===== src/rtl/cam_rgb565_capture_pkg.sv =====
// Shared constants for the camera capture path: frame geometry, FSM states and the
// RGB565 -> RGB444 bit-slice positions.
package cam_rgb565_capture_pkg;

  localparam int unsigned FRAME_W      = 160;
  localparam int unsigned FRAME_H      = 120;
  localparam int unsigned FRAME_PIXELS = FRAME_W * FRAME_H;

  // byte1 = RRRRRGGG, byte2 = GGGBBBBB; keep the top 4 bits of each channel
  localparam int unsigned R_HI   = 7;
  localparam int unsigned R_LO   = 4;
  localparam int unsigned G1_HI  = 2;
  localparam int unsigned G1_LO  = 0;
  localparam int unsigned G2_BIT = 7;
  localparam int unsigned B_HI   = 4;
  localparam int unsigned B_LO   = 1;

  typedef enum logic [2:0] {
    StIdle,
    StWaitFrame,
    StWaitLine,
    StByte1,
    StByte2,
    StFrameEnd
  } cap_state_e;

endpackage


===== src/rtl/cam_rgb565_capture_rgb565_to_rgb444.sv =====
// Combinational RGB565 byte pair to 12-bit {R,G,B} nibble word.
module rgb565_to_rgb444
  import cam_rgb565_capture_pkg::*;
(
  input  logic [7:0]  byte1_i,
  input  logic [7:0]  byte2_i,
  output logic [11:0] rgb444_o
);

  logic unused_lsbs;

  always_comb begin
    rgb444_o = {byte1_i[R_HI:R_LO], byte1_i[G1_HI:G1_LO], byte2_i[G2_BIT],
                byte2_i[B_HI:B_LO]};
  end

  assign unused_lsbs = ^{byte1_i[3], byte2_i[6:5], byte2_i[0]};

endmodule


===== src/rtl/cam_rgb565_capture.sv =====
// Camera PCLK-domain capture: deserialises RGB565 byte pairs into RGB444 words and
// drives the frame buffer write port with linear row*H_PIX+col addressing.
module cam_rgb565_capture
  import cam_rgb565_capture_pkg::*;
#(
  parameter int unsigned AW    = 15,
  parameter int unsigned DW    = 12,
  parameter int unsigned H_PIX = FRAME_W,
  parameter int unsigned V_PIX = FRAME_H
) (
  input  logic          clk,
  input  logic          rst_n,
  input  logic          enable_i,
  input  logic          vsync_i,
  input  logic          href_i,
  input  logic [7:0]    px_data_i,
  output logic [AW-1:0] mem_px_addr_o,
  output logic [DW-1:0] mem_px_data_o,
  output logic          px_wr_o,
  output logic          frame_done_o,
  output logic          overrun_o
);

  localparam int unsigned CW       = $clog2(H_PIX + 1);
  localparam int unsigned RW       = $clog2(V_PIX + 1);
  localparam int unsigned LastAddr = H_PIX * V_PIX - 1;

  cap_state_e    state_q;
  logic          vsync_q;
  logic [CW-1:0] col_q;
  logic [RW-1:0] row_q;
  logic [AW-1:0] line_base_q;
  logic [7:0]    byte1_q;
  logic [AW-1:0] mem_px_addr_q;
  logic [DW-1:0] mem_px_data_q;
  logic          px_wr_q;
  logic          frame_done_q;
  logic          overrun_q;

  logic [11:0]   pix444;
  logic          line_full;
  logic          frame_full;

  rgb565_to_rgb444 u_conv (
    .byte1_i  (byte1_q),
    .byte2_i  (px_data_i),
    .rgb444_o (pix444)
  );

  assign line_full  = (col_q == CW'(H_PIX));
  assign frame_full = (row_q == RW'(V_PIX));

  always_ff @(posedge clk or negedge rst_n) begin
    if (!rst_n) begin
      state_q       <= StIdle;
      vsync_q       <= 1'b0;
      col_q         <= '0;
      row_q         <= '0;
      line_base_q   <= '0;
      byte1_q       <= '0;
      mem_px_addr_q <= '0;
      mem_px_data_q <= '0;
      px_wr_q       <= 1'b0;
      frame_done_q  <= 1'b0;
      overrun_q     <= 1'b0;
    end else begin
      vsync_q      <= vsync_i;
      px_wr_q      <= 1'b0;
      frame_done_q <= 1'b0;

      // Post-write increment; saturates so the address never leaves the frame.
      if (px_wr_q && (mem_px_addr_q != AW'(LastAddr))) begin
        mem_px_addr_q <= mem_px_addr_q + 1'b1;
      end

      unique case (state_q)
        StIdle: begin
          if (vsync_i && enable_i) begin
            state_q <= StWaitFrame;
          end
        end

        StWaitFrame: begin
          mem_px_addr_q <= '0;
          col_q         <= '0;
          row_q         <= '0;
          line_base_q   <= '0;
          overrun_q     <= 1'b0;
          if (vsync_q && !vsync_i) begin
            state_q <= StWaitLine;
          end
        end

        StWaitLine: begin
          if (vsync_i) begin
            state_q <= StFrameEnd;
          end else if (href_i) begin
            byte1_q <= px_data_i;
            state_q <= StByte2;
          end
        end

        StByte1: begin
          if (vsync_i) begin
            state_q <= StFrameEnd;
          end else if (href_i) begin
            byte1_q <= px_data_i;
            state_q <= StByte2;
          end else begin
            col_q   <= '0;
            state_q <= StWaitLine;
            if (!frame_full) begin
              row_q       <= row_q + 1'b1;
              line_base_q <= line_base_q + AW'(H_PIX);
            end
          end
        end

        StByte2: begin
          if (vsync_i) begin
            state_q <= StFrameEnd;
          end else if (href_i) begin
            state_q <= StByte1;
            if (line_full || frame_full) begin
              overrun_q <= 1'b1;
            end else begin
              px_wr_q       <= 1'b1;
              mem_px_data_q <= DW'(pix444);
              mem_px_addr_q <= line_base_q + AW'(col_q);
              col_q         <= col_q + 1'b1;
            end
          end else begin
            // Line ended with only byte1 seen: the half pixel is dropped.
            col_q   <= '0;
            state_q <= StWaitLine;
            if (!frame_full) begin
              row_q       <= row_q + 1'b1;
              line_base_q <= line_base_q + AW'(H_PIX);
            end
          end
        end

        StFrameEnd: begin
          frame_done_q <= frame_full && !overrun_q;
          state_q      <= enable_i ? StWaitFrame : StIdle;
        end

        default: state_q <= StIdle;
      endcase
    end
  end

  assign mem_px_addr_o = mem_px_addr_q;
  assign mem_px_data_o = mem_px_data_q;
  assign px_wr_o       = px_wr_q;
  assign frame_done_o  = frame_done_q;
  assign overrun_o     = overrun_q;

endmodule


===== config.mk =====
export PLATFORM = sky130hd
export DESIGN_NAME = cam_rgb565_capture
export DESIGN_NICKNAME = d
export VERILOG_FILES = /design/src/rtl/cam_rgb565_capture_pkg.sv /design/src/rtl/cam_rgb565_capture_rgb565_to_rgb444.sv /design/src/rtl/cam_rgb565_capture.sv
export SDC_FILE = /design/constraint.sdc
export NUM_CORES = 1
export LEC_CHECK = 0
export BUFFER_PORTS_ARGS = -buffer_cell sky130_fd_sc_hd__buf_2
export CORE_ASPECT_RATIO = 0.75
export CORE_MARGIN = 2
export CORE_UTILIZATION = 58
export CTS_CLUSTER_DIAMETER = 150
export DETAILED_ROUTE_END_ITERATION = 10
export PLACE_DENSITY = 0.84
export SYNTH_ARGS = -nofsm -noshare
export SYNTH_HDL_FRONTEND = slang
export SYNTH_SLANG_ARGS = --single-unit

===== constraint.sdc =====
create_clock -name clk -period 2.7 [get_ports clk]
set_clock_uncertainty 0.05 [all_clocks]
set_input_delay 0.54 -clock clk [delete_from_list [all_inputs] [get_ports clk]]
set_output_delay 0.54 -clock clk [all_outputs]
set_load 0.1 [all_outputs]

* Yosys cells after proc, flatten, opt, wreduce, memory -nomap -nowiden
Index checks and enable logic that the tools add are counted.
** Word-level totals
- Input port bits :: 13
- Bits in registers :: 72
- Logic and storage cells :: 95
** Operators by class
- $add $sub $neg :: 5
- Equal/unequal tests :: 20
- Bitwise operators :: 2
- Reductions and logical operators :: 19
- Multiplexer cells :: 38
** Operators with widths (number)
- 2-to-1 mux 15 bit :: 7
- case mux 15 bit (2 select lines) :: 2
- 2-to-1 mux 8 bit :: 5
- case mux 8 bit (3 select lines) :: 1
- 2-to-1 mux 3 bit :: 7
- 2-to-1 mux 7 bit :: 3
- inequality test 2 bit, second input constant :: 10
- case mux 3 bit (6 select lines) :: 1
- adder 15 x 1 -> 15 bit, second input constant :: 1
- adder 15 x 8 -> 15 bit :: 1
- adder 15 x 8 -> 15 bit, second input constant :: 1
- inequality test 15 bit, second input constant :: 1
- case mux 7 bit (2 select lines) :: 1
- AND reduction 4 bit :: 3
- 2-to-1 mux 1 bit :: 10
- adder 8 x 1 -> 8 bit, second input constant :: 1
- equality test 8 bit, second input constant :: 1
- adder 7 x 1 -> 7 bit, second input constant :: 1
- equality test 7 bit, second input constant :: 1
- equality test 3 x 2 -> 1 bit, second input constant :: 2
- equality test 3 bit, second input constant :: 2
- inequality test 3 bit, second input constant :: 2
- AND reduction 3 bit :: 2
- AND reduction 5 bit :: 1
- 10 further kinds :: 17

* Longest topological paths before layout
Gate-level depths: netlist (run 1).
- Depth in word-level cells :: 7
- Gate-level depth with buffers :: 10

* By module
Synthesis (run 1) repeated with hierarchy kept, for this count alone.
** Second synthesis, totals
- Cells, all modules :: 394
- Area total of the unflattened synthesis :: 3788.6 um^2
** By module, submodules not included
- cam_rgb565_capture :: times used 1, seq. area each 1676.6 um^2, area each 3698.5 um^2, cells each 382
- rgb565_to_rgb444 :: times used 1, seq. area each 0.0 um^2, area each 90.1 um^2, cells each 12

* Worst setup path after synthesis (run 1)
Ideal clock, no wire load.
- Path type :: reg2reg
- Start point :: reg mem_px_addr_q[14], in the netlist mem_px_addr_o[14]
- End point :: reg mem_px_addr_q[4], in the netlist mem_px_addr_o[4]
- Stages on the path, launching flop included :: 6
- Slack :: 0.333 ns
- Setup time :: 0.065 ns
- Data required time :: 2.585 ns
- Path buffers :: 0
- Data arrival time :: 2.252 ns
- Cell sequence :: dfrtp_1 or3b_1 nor4_4 nand2_1 a2111oi_0 a21o_1
** Between the ends
- Longest elaborated chain between the ends :: 7
** RTL lines
- start, declared :: RTL line cam_rgb565_capture.sv:34 : logic [AW-1:0] mem_px_addr_q;
- start signal, assigned :: RTL line cam_rgb565_capture.sv:73 : mem_px_addr_q <= mem_px_addr_q + 1'b1;
- start signal, assigned :: RTL line cam_rgb565_capture.sv:129 : mem_px_addr_q <= line_base_q + AW'(col_q);
- inequality test 15 bit * :: RTL line cam_rgb565_capture.sv:72 : if (px_wr_q && (mem_px_addr_q != AW'(LastAddr))) begin
- logical AND 1 bit * :: RTL line cam_rgb565_capture.sv:72
- 2-to-1 mux 15 bit * :: RTL line cam_rgb565_capture.sv:72
- 2-to-1 mux 15 bit :: RTL line cam_rgb565_capture.sv:124 : if (line_full || frame_full) begin
- 2-to-1 mux 15 bit :: RTL line cam_rgb565_capture.sv:122 : end else if (href_i) begin
- 2-to-1 mux 15 bit :: RTL line cam_rgb565_capture.sv:120 : if (vsync_i) begin
- case mux 15 bit (2 select lines) * :: RTL line cam_rgb565_capture.sv:76 : unique case (state_q)
Mark *: on every way between the ends. The rest lies on a longest branch, timed or not.
A chain may end at the register's enable or synchronous reset.

* Worst setup path after layout (run 1)
- Start point :: reg col_q[0]
- End point :: reg mem_px_addr_q[4], in the netlist mem_px_addr_o[4]
** Between the ends
- Longest elaborated chain between the ends :: 6
** RTL lines
- start, declared :: RTL line cam_rgb565_capture.sv:30 : logic [CW-1:0] col_q;
- start signal, assigned :: RTL line cam_rgb565_capture.sv:130 : col_q <= col_q + 1'b1;
- branches (longest 2 deep; another with adder 15 x 8 -> 15 bit)
- 2-to-1 mux 15 bit * :: RTL line cam_rgb565_capture.sv:124
- 2-to-1 mux 15 bit * :: RTL line cam_rgb565_capture.sv:122
- 2-to-1 mux 15 bit * :: RTL line cam_rgb565_capture.sv:120
- case mux 15 bit (2 select lines) * :: RTL line cam_rgb565_capture.sv:76
Mark *: on every way between the ends.

==> results of run 1 <==
Yosys cell counts, drive strengths merged (7+ instances only):
cell type	count	area (sq um)
xnor2	19	166.4
nand2	63	241.5
a21oi	18	90.09
mux2	7	78.83
inv	9	33.78
nand3	16	80.08
ha	9	112.6
dfrtp	66	1652
buf	9	66.31
nand4	8	50.05
o22ai	10	62.56
nor2	33	123.9
nor2b	7	43.79
clkbuf	11	41.29
and3	9	56.30
power breakdown:
| part | internal (uW) | switching (uW) |
|---|---|---|
| sequential | 1150 | 172 |
| clock | 451 | 381 |
| combinational | 321 | 983 |
layout by cell type (no fill, tap or decap), types with 2 or more instances in the layout:
cell | Yosys | layout
xor2_1 | 6 | 6
mux2_2 | 7 | 7
or4_1 | 5 | 5
nor2b_1 | 7 | 7
mux2i_1 | 3 | 3
a41oi_1 | 4 | 4
buf_4 | 1 | 3
o21a_1 | 2 | 2
o31ai_1 | 4 | 4
nand3_1 | 16 | 16
and3_1 | 9 | 9
o32ai_1 | 4 | 4
nand2_1 | 61 | 61
a31oi_1 | 3 | 3
clkinvlp_4 | 0 | 3
o211ai_1 | 3 | 3
nor4_1 | 4 | 4
nor3_1 | 6 | 6
nor3b_2 | 2 | 2
a211oi_1 | 2 | 2
and4_1 | 2 | 2
nand2b_1 | 3 | 3
nand2_2 | 2 | 2
o21ai_0 | 3 | 3
or3_1 | 4 | 4
a21oi_1 | 18 | 18
buf_2 | 5 | 42
ha_1 | 9 | 9
o22ai_1 | 10 | 10
nor2_1 | 33 | 33
clkbuf_8 | 0 | 10
dfrtp_1 | 66 | 66
inv_1 | 8 | 8
nand4_1 | 8 | 8
xnor2_1 | 19 | 19
a21o_1 | 3 | 3
state kept, by name (all words and copies together) (netlist names):
name	cells
byte1_q	7
col_q	8
frame_done_o	1
line_base_q	10
mem_px_addr_o	15
mem_px_data_o	12
overrun_o	1
px_wr_o	1
row_q	7
state_q	3
vsync_q	1
path summary, 6_finish.rpt:
check                                        from                      endpoint  slack [ns]  depth (start not counted)
max in group asynchronous                   rst_n    line_base_q[5]$_DFFE_PN0P_        1.80                          2
hold / removal                              rst_n  mem_px_data_o[7]$_DFFE_PN0P_        0.16                          1
setup / recovery             col_q[0]$_DFFE_PN0P_    mem_px_addr_o[4]$_DFF_PN0_        0.31                          8
hold reg to reg            byte1_q[1]$_DFFE_PN0P_  mem_px_data_o[6]$_DFFE_PN0P_        0.41                          2
setup reg to reg             col_q[0]$_DFFE_PN0P_    mem_px_addr_o[4]$_DFF_PN0_        0.31                          8
min in group clk                     px_data_i[3]  mem_px_data_o[2]$_DFFE_PN0P_        0.33                          3
area by class of cell:
class,instances,share of cell area
clock buffers,10,0.03419
clock inverters,6,0.01647
inverters,9,0.008393
multi-input cells,284,0.4436
flip-flops and latches,66,0.4103
well taps,78,0.02425
repair buffers,46,0.06279
per-stage QoR:
step	std cells	hold slack [ns]
floorplan	379	0.1944
global placement	483	0.3963
detailed placement	483	0.4034
CTS	499	0.1803
global route	499	0.2048
finish	499	0.1610
cell families (layout without fill, tap and decap cells):
logic type,count (synthesis),count (layout),synth area share
XOR/XNOR,25,25,0.06119
buffers and inverters,29,71,0.03951
AND/OR/NAND/NOR,172,172,0.2462
AO/OA/AOI/OAI,68,68,0.1297
multiplexers,10,10,0.03042
adder cells (fa/ha/maj),9,9,0.03147
flip-flops,66,66,0.4615
metal layers:
layer | track usage | share of wire | vias to the layer above | wire length, microns
li1 | - | - | 1439 | -
met1 | 0.3558 | 0.47 | 1474 | 3644
met2 | 0.3790 | 0.47 | 100 | 3611
met3 | 0.06334 | 0.052 | 9 | 400
met4 | 0.06280 | 0.010 | 0 | 79
met5 | 0 | 0 | - | 0
critical path, stage by stage (launching register included):
cell and delay (ns):
dfrtp_1 0.44, inv_1 0.12, ha_1 0.15, nand4b_1 0.10, nor4_1 0.55, or3_1 0.30
inv_2 0.17, a2111oi_0 0.34, a21o_1 0.13
==> impl_metrics.json, run 1 <==
{
  "outcome": "complete, no violations",
  "dp_slack_ns": 0.3685,
  "drc": 0,
  "vias": 3022,
  "detail-route-antenna-nets": 0,
  "grtUsageTotal": 0.2470,
  "p_leak_uw": 0.001855,
  "die-area_sq_um": 6821,
  "die-width_microns": 94.70,
  "fin_total_pwr_uw": 3456,
  "grt_pass1_vias": 2840,
  "clk_latency_ns": 0.35,
  "multi_input_area_sq_um": 1785,
  "end_kind": "flip-flop",
  "period_minus_slack_ns": 2.391,
  "cts_post_setup_buffers_inserted": 0,
  "cts_max_level": 3,
  "initial_utilization": 0.6080,
  "clock_sinks": 66,
  "gp_congestion": 0.8854,
  "wl_per_cell_microns": 15.50,
  "holdBufCountCts": 0,
  "arrival_ns": 2.63,
  "grt_max_degree": 40,
  "ios": 43,
  "maxSlewHeadroom": 0.4893,
  "place_area_sq_um": 3821,
  "cts_inserted_buffers": 9,
  "vias_per_cell": 6.056,
  "cts_resized": 0,
  "drive_above_1_share": 0.1876,
  "required_ns": 2.94,
  "cts_tree": "yes",
  "powerDensity_nw_per_um2": 858.5,
  "syn_area_per_cell_sq_um": 9.442,
  "drt_iter0_drc": 190,
  "rows": 24,
  "maxSlewViolCount": 0,
  "nets": 438,
  "setup_tns_ns": 0,
  "place_hpwl_microns": 5646,
  "final_core_util": 0.6839,
  "synth_cell_types": 59,
  "finalSetupViolations": 0,
  "gr-total-overflow": 0,
  "synth_seq_cells": 66,
  "antenna_found_initial": 0,
  "num-fill-cells": 481,
  "max_freq_mhz": 418.2,
  "fin_ws_ns": 0.3086,
  "routed_wl_microns": 7735,
  "synth_nets": 401,
  "syn-cell-area_sq_um": 3578,
  "grt_setup_unrepaired": "no",
  "num_antenna_cells": 0,
  "critPathMaxFanout": 18,
  "area_growth_pct": 12.48,
  "vdd_drop_max_v": 0.0006253,
  "die_h_microns": 72.03,
  "yosysWarnings": 0,
  "final_area_sq_um": 4025,
  "synth-main-ff-cell": "dfrtp_1",
  "tightest_slew_ns": 0.7636,
  "finalHoldViolations": 0,
  "grt_pass1_wl_microns": 13170,
  "regArea_sq_um": 1652,
  "portBuffers": 42,
  "min_period_over_period": 0.8857,
  "async_flop_share": 1.000,
  "synth_edf_count": 0,
  "cts_max_path_buffers": 2,
  "firstDrtPassIters": 5,
  "cp-start-kind": "flip-flop",
  "holdCritPathClass": "in -> async",
  "clk_pin_slew_ns": 0.08,
  "drv_cap": 0,
  "seq_area_frac_synth": 0.4615,
  "fp.coreArea_sq_um": 5886,
  "syn_inst": 379,
  "timing_worst_setup_path_type": "reg -> reg",
  "clockRootBuffer": "clkbuf_8"
}
No activity file was read; power rests on OpenSTA's default activity.
==> run 2, diff against run 1 <==
--- a/config.mk
+++ b/config.mk
@@ -10,8 +10,9 @@
 export CORE_MARGIN = 2
 export CORE_UTILIZATION = 58
 export CTS_CLUSTER_DIAMETER = 150
+export CTS_CLUSTER_SIZE = 30
 export DETAILED_ROUTE_END_ITERATION = 10
-export PLACE_DENSITY = 0.84
+export PLACE_DENSITY = 0.79
 export SYNTH_ARGS = -nofsm -noshare
 export SYNTH_HDL_FRONTEND = slang
 export SYNTH_SLANG_ARGS = --single-unit
==> run 2 against run 1 <==
Utilization hardly changed; hold slack worse by 0.023 ns; via count is 2.9% lower; non-clock buffer count is 1 higher; power is 0.30% higher; largest cell class unchanged; critical path type unchanged; critical path depth stayed put; clock power is 0.5% higher; final area hardly changed; first-iteration DRC count is 14% higher; routed wire length is 2.5% higher.
==> impl_metrics.json, run 2 (synthesis gave the netlist of run 1 again) <==
{
  "outcome": "complete, no violations",
  "cp_num_cells": 8,
  "num-fill-cells": 465,
  "cp-start-kind": "flip-flop",
  "num_antenna_cells": 0,
  "tightest_slew_ns": 0.7714,
  "period_minus_slack_ns": 2.347,
  "routed_wl_microns": 7927,
  "die-width_microns": 94.70,
  "largest_register_ffs": 15,
  "cp_cell_sequence": "inv_1 -> ha_1 -> nand4b_1 -> nor4_1 -> buf_4 -> or3_1 -> or4_1 -> o21ai_1",
  "nets": 439,
  "grt_pass1_wl_microns": 13460,
  "vias": 2935,
  "min_period_over_period": 0.8694,
  "ios": 43,
  "cts_max_level": 3,
  "wl_per_cell_microns": 15.85,
  "powerDensity_nw_per_um2": 860.8,
  "fp.coreArea_sq_um": 5886,
  "p_leak_uw": 0.001867,
  "endpoint": "col_q[4]$_DFFE_PN0P_",
  "place_hpwl_microns": 5633,
  "final_common_cell": "dfrtp_1",
  "end_kind": "flip-flop",
  "startpoint": "col_q[0]$_DFFE_PN0P_",
  "die-area_sq_um": 6821,
  "gp_congestion": 0.8054,
  "r2r_end": "col_q[4]$_DFFE_PN0P_",
  "die_h_microns": 72.03,
  "final_cell_mix": "dfrtp_1, nand2_1, buf_2",
  "grt_max_degree": 44,
  "area_growth_pct": 12.52,
  "r2r-start": "col_q[0]$_DFFE_PN0P_",
  "slowest_stage": "or4_1",
  "vdd_drop_max_v": 0.0005049,
  "clk_pin_slew_ns": 0.07,
  "drv_cap": 0,
  "setup_tns_ns": 0,
  "critPathMaxFanout": 8,
  "timing_worst_setup_path_type": "reg -> reg",
  "fin_hold_ws_ns": 0.1382,
  "grt_setup_unrepaired": "no",
  "cts_tree": "yes",
  "vias_per_cell": 5.870,
  "cts_max_path_buffers": 2,
  "detail-route-antenna-nets": 0,
  "required_ns": 2.91,
  "drive_above_1_share": 0.1825,
  "drc": 0,
  "maxSlewHeadroom": 0.4841,
  "firstDrtPassIters": 6,
  "antenna_found_initial": 0,
  "cts_inserted_buffers": 9,
  "arrival_ns": 2.56,
  "clockRootBuffer": "clkbuf_8",
  "holdCritPathClass": "in -> async",
  "clock_sinks": 66,
  "initial_utilization": 0.6080,
  "gr-total-overflow": 0,
  "portBuffers": 42,
  "grtUsageTotal": 0.2524,
  "finalSetupViolations": 0,
  "clk_latency_ns": 0.34,
  "drt_iter0_drc": 216,
  "finalHoldViolations": 0,
  "rows": 24,
  "final_area_sq_um": 4026,
  "r2r_slack_ns": 0.35,
  "cts_post_setup_buffers_inserted": 0,
  "path_buf_inv": 2,
  "max_freq_mhz": 426.0,
  "cp_slowest_stage_delay_ns": 0.51,
  "crit_family": "simple AND/OR/NAND/NOR gates",
  "r2r_cells": 8,
  "cts_resized": 0,
  "holdBufCountCts": 0,
  "maxSlewViolCount": 0,
  "grt_pass1_vias": 2788,
  "place_area_sq_um": 3829
}
run 2: layout make-up:
type	count	area, sq um	share of cell area
Clock buffer	14	162.7	0.04040
Clock inverter	2	35.03	0.008701
Multi-Input combinational cell	284	1785	0.4434
Inverter	9	33.78	0.008390
Sequential cell	66	1652	0.4102
Timing Repair Buffer	47	260.3	0.06464
Tap cell	78	97.59	0.02424
run 2: worst min-delay path by stage:
stage / startpoint / endpoint / slack [ns] / cells past startpoint
2_1_floorplan: rst_n / byte1_q[0]$_DFFE_PN0P_ / 0.19 / 0
6_report: rst_n / frame_done_o$_DFF_PN0_ / 0.14 / 1
3_5_place_dp: byte1_q[6]$_DFFE_PN0P_ / mem_px_data_o[10]$_DFFE_PN0P_ / 0.41 / 2
5_1_grt: rst_n / row_q[5]$_DFFE_PN0P_ / 0.17 / 1
4_1_cts: rst_n / frame_done_o$_DFF_PN0_ / 0.14 / 1
3_3_place_gp: byte1_q[7]$_DFFE_PN0P_ / mem_px_data_o[11]$_DFFE_PN0P_ / 0.40 / 2
run 2: power by group:
part	total, uW	switching, uW	internal [uW]
Sequential	1320	169	1150
Combinational	1310	991	321
Clock	836	359	477
run 2: through the flow:
step	worst slack, ns	total power [uW]	cells	utilization
final	0.3527	3466	500	0.6841
after global routing	0.2092	3648	500	0.6841
after CTS	0.4035	3480	500	0.6841
after detailed placement	0.4230	2644	484	0.6505
after global placement	0.5158	2604	484	0.6505
after floorplan	0.3328	2391	379	-
run 2: routing by layer:
layer / up-vias / track usage / part of all wire / wire length, microns
li1: 1437 / - / - / -
met1: 1419 / 0.3744 / 0.48 / 3806
met2: 74 / 0.3767 / 0.46 / 3680
met3: 5 / 0.06646 / 0.050 / 400
met4: 0 / 0.05636 / 0.0050 / 40
met5: - / 0 / 0 / 0
==> run 3, diff against run 2 <==
--- a/config.mk
+++ b/config.mk
@@ -5,14 +5,15 @@
 export SDC_FILE = /design/constraint.sdc
 export NUM_CORES = 1
 export LEC_CHECK = 0
+export ABC_AREA = 1
 export BUFFER_PORTS_ARGS = -buffer_cell sky130_fd_sc_hd__buf_2
 export CORE_ASPECT_RATIO = 0.75
 export CORE_MARGIN = 2
-export CORE_UTILIZATION = 58
+export CORE_UTILIZATION = 59
 export CTS_CLUSTER_DIAMETER = 150
 export CTS_CLUSTER_SIZE = 30
 export DETAILED_ROUTE_END_ITERATION = 10
-export PLACE_DENSITY = 0.79
+export PLACE_DENSITY = 0.82
 export SYNTH_ARGS = -nofsm -noshare
 export SYNTH_HDL_FRONTEND = slang
 export SYNTH_SLANG_ARGS = --single-unit
==> run 3 against run 2 <==
Hold slack got worse by 0.015 ns; final cell count rose by 27%; power rose by 15%; clock power rose by 24%; utilization rose by 0.51 points; non-clock buffer count fell by 4; routed wire length rose by 9.3%; flip-flop and latch count did not move; synthesized area rose by 4.8%; combinational power rose by 24%; synthesized cell count rose by 32%; critical path type unchanged; largest power group is now combinational cells.
==> impl_metrics.json, run 3 <==
{
  "vias": 3410,
  "required_ns": 2.92,
  "slowest_stage": "dfrtp_1",
  "holdBufCountCts": 0,
  "num-fill-cells": 517,
  "powerDensity_nw_per_um2": 932.2,
  "max_freq_mhz": 477.6,
  "synth_seq_cells": 66,
  "synth_cell_types": 36,
  "arrival_ns": 2.31,
  "syn-cell-area_sq_um": 3749,
  "grt_setup_unrepaired": "no",
  "maxSlewViolCount": 0,
  "vdd_drop_max_v": 0.0006210,
  "ios": 43,
  "area_growth_pct": 14.45,
  "yosysTopAreaCell": "dfrtp_1",
  "cp_cell_sequence": "inv_1 -> ha_1 -> nand2_1 -> nor2_1 -> nand2_1 -> nand4_4 -> nor2_4 -> inv_2 -> o22ai_1",
  "holdCritPathClass": "in -> async",
  "seq_area_frac_synth": 0.4406,
  "synth_top_area_share": 0.4406,
  "seq_power_share": 0.335,
  "gr-total-overflow": 0,
  "nets": 571,
  "cts_max_level": 3,
  "p_leak_uw": 0.002211,
  "largest_register_ffs": 15,
  "finalHoldViolations": 0,
  "syn_area_per_cell_sq_um": 7.482,
  "wl_per_cell_microns": 13.65,
  "synth_nets": 523,
  "cts_max_path_buffers": 2,
  "final_common_cell": "nand2_1",
  "end_kind": "flip-flop",
  "synth-main-ff-cell": "dfrtp_1",
  "drc": 0,
  "clock_power_share": 0.260,
  "yosysMostFrequentCell": "nand2_1",
  "grt_pass1_wl_microns": 14530,
  "final_cell_mix": "nand2_1, dfrtp_1, inv_1",
  "num_antenna_cells": 0,
  "period_minus_slack_ns": 2.094,
  "r2r_cells": 9,
  "rows": 25,
  "combPwrFrac": 0.404,
  "async_flop_share": 1.000,
  "initial_utilization": 0.6022,
  "synth_edf_count": 0,
  "portBuffers": 42,
  "yosysWarnings": 0,
  "outcome": "complete, no violations",
  "die_h_microns": 73.03,
  "setup_tns_ns": 0,
  "tightest_slew_ns": 0.5335,
  "clockRootBuffer": "clkbuf_8",
  "cp-start-kind": "flip-flop",
  "die-area_sq_um": 7014,
  "cts_tree": "yes",
  "maxSlewHeadroom": 0.6430,
  "critPathMaxFanout": 26,
  "timing_worst_setup_path_type": "reg -> reg",
  "final_core_util": 0.6892,
  "drt_iter0_drc": 283,
  "cts_inserted_buffers": 9,
  "antenna_found_initial": 0,
  "clk_pin_slew_ns": 0.08,
  "clk_latency_ns": 0.36,
  "syn_inst": 501,
  "cts_post_setup_buffers_inserted": 0,
  "die-width_microns": 96.04,
  "grt_max_degree": 67,
  "cp_slowest_stage_delay_ns": 0.46,
  "place_hpwl_microns": 6041,
  "min_period_over_period": 0.7754,
  "drv_cap": 0,
  "internal_power_uw": 2114,
  "fp.coreArea_sq_um": 6225,
  "routed_wl_microns": 8665,
  "p_sw_uw": 1885,
  "gp_congestion": 0.8593,
  "finalSetupViolations": 0,
  "vias_per_cell": 5.370,
  "clock_sinks": 66,
  "crit_top_cell": "nand2_1",
  "cts_resized": 0,
  "drive_above_1_share": 0.1588,
  "grtUsageTotal": 0.2735,
  "synth_common_cells": "nand2_1, dfrtp_1, inv_1",
  "firstDrtPassIters": 5,
  "grt_pass1_vias": 3189,
  "ys_top_cells_by_area": "dfrtp_1, nand2_1, inv_1, nor2_1, nand3_1",
  "detail-route-antenna-nets": 0,
  "sw_frac_of_total": 0.4714
}
==> run 3: cell count changes in the layout (fill, tap and decap cells not counted), sizes merged, moves of 9 or more <==
cell   change
nand2     +78
inv       +66
o21ai     +43
nand3     +21
nor2      +21
xnor2     -17
and3       -9
nor3       +9
==> run 3: logic make-up (layout without fill, tap and decap cells) <==
kind of cell               Yosys count  in the layout  synth area share
and+or+nand+nor                    267            267            0.3184
DFF                                 66             66            0.4406
xor gates and xnor gates            13             13           0.03037
adders and majority gates            9              9           0.03004
buffers and inverters               79            132           0.08378
AOI/OAI and AO/OA                   67             67           0.09680
==> run 3: final cells by class <==
class	instances	area [sq um]	area share
inverters	73	276.5	0.06445
multi-input cells	356	1783	0.4156
clock inverters	7	123.9	0.02887
well taps	81	101.3	0.02362
clock buffers	9	123.9	0.02887
flip-flops and latches	66	1652	0.3850
repair buffers	43	230.2	0.05366
==> run 3: layer usage <==
| layer | vias up | part of all wire | track usage |
|---|---|---|---|
| li1 | 1707 | - | - |
| met1 | 1565 | 0.45 | 0.3594 |
| met2 | 119 | 0.47 | 0.4375 |
| met3 | 19 | 0.070 | 0.06715 |
| met4 | 0 | 0.018 | 0.1079 |
| met5 | - | 0 | 0 |
==> run 3: per-stage QoR <==
stage	cells	power (uW)	hold slack (ns)	worst slack, ns	cell area [sq um]
floorplan	501	2637	0.1944	0.3441	3749
global placement	619	2914	0.4017	0.7264	4043
detailed placement	619	2959	0.4126	0.6729	4043
CTS	635	4010	0.1390	0.6321	4290
global route	635	4218	0.1540	0.4712	4290
finish	635	3999	0.1232	0.6063	4290
==> run 3: power by group through the flow <==
stage	sequential (uW)	combinational [uW]	clock [uW]
after global routing	1370	1750	1100
after global placement	1340	1570	0
final	1340	1620	1040
after detailed placement	1350	1610	0
after floorplan	1950	686	0
after CTS	1340	1620	1050
==> run 3: final timing paths <==
check | from | end | slack (ns)
setup / recovery | col_q[0]$_DFFE_PN0P_ | mem_px_addr_o[0]$_DFF_PN0_ | 0.61
hold / removal | rst_n | col_q[3]$_DFFE_PN0P_ | 0.12
setup reg to reg | col_q[0]$_DFFE_PN0P_ | mem_px_addr_o[0]$_DFF_PN0_ | 0.61
hold reg to reg | byte1_q[4]$_DFFE_PN0P_ | byte1_q[4]$_DFFE_PN0P_ | 0.44
max in group asynchronous | rst_n | row_q[6]$_DFFE_PN0P_ | 2.19
min in group clk | vsync_i | vsync_q$_DFF_PN0_ | 0.28
==> run 3: critical path, delay by kind of cell, from the launching register on <==
| kind | cells | cell delay (ns) |
|---|---|---|
| and+or+nand+nor | 5 | 0.66 |
| DFF | 1 | 0.46 |
| buffers and inverters | 2 | 0.37 |
| AOI/OAI and AO/OA | 1 | 0.25 |
| adders and majority gates | 1 | 0.20 |
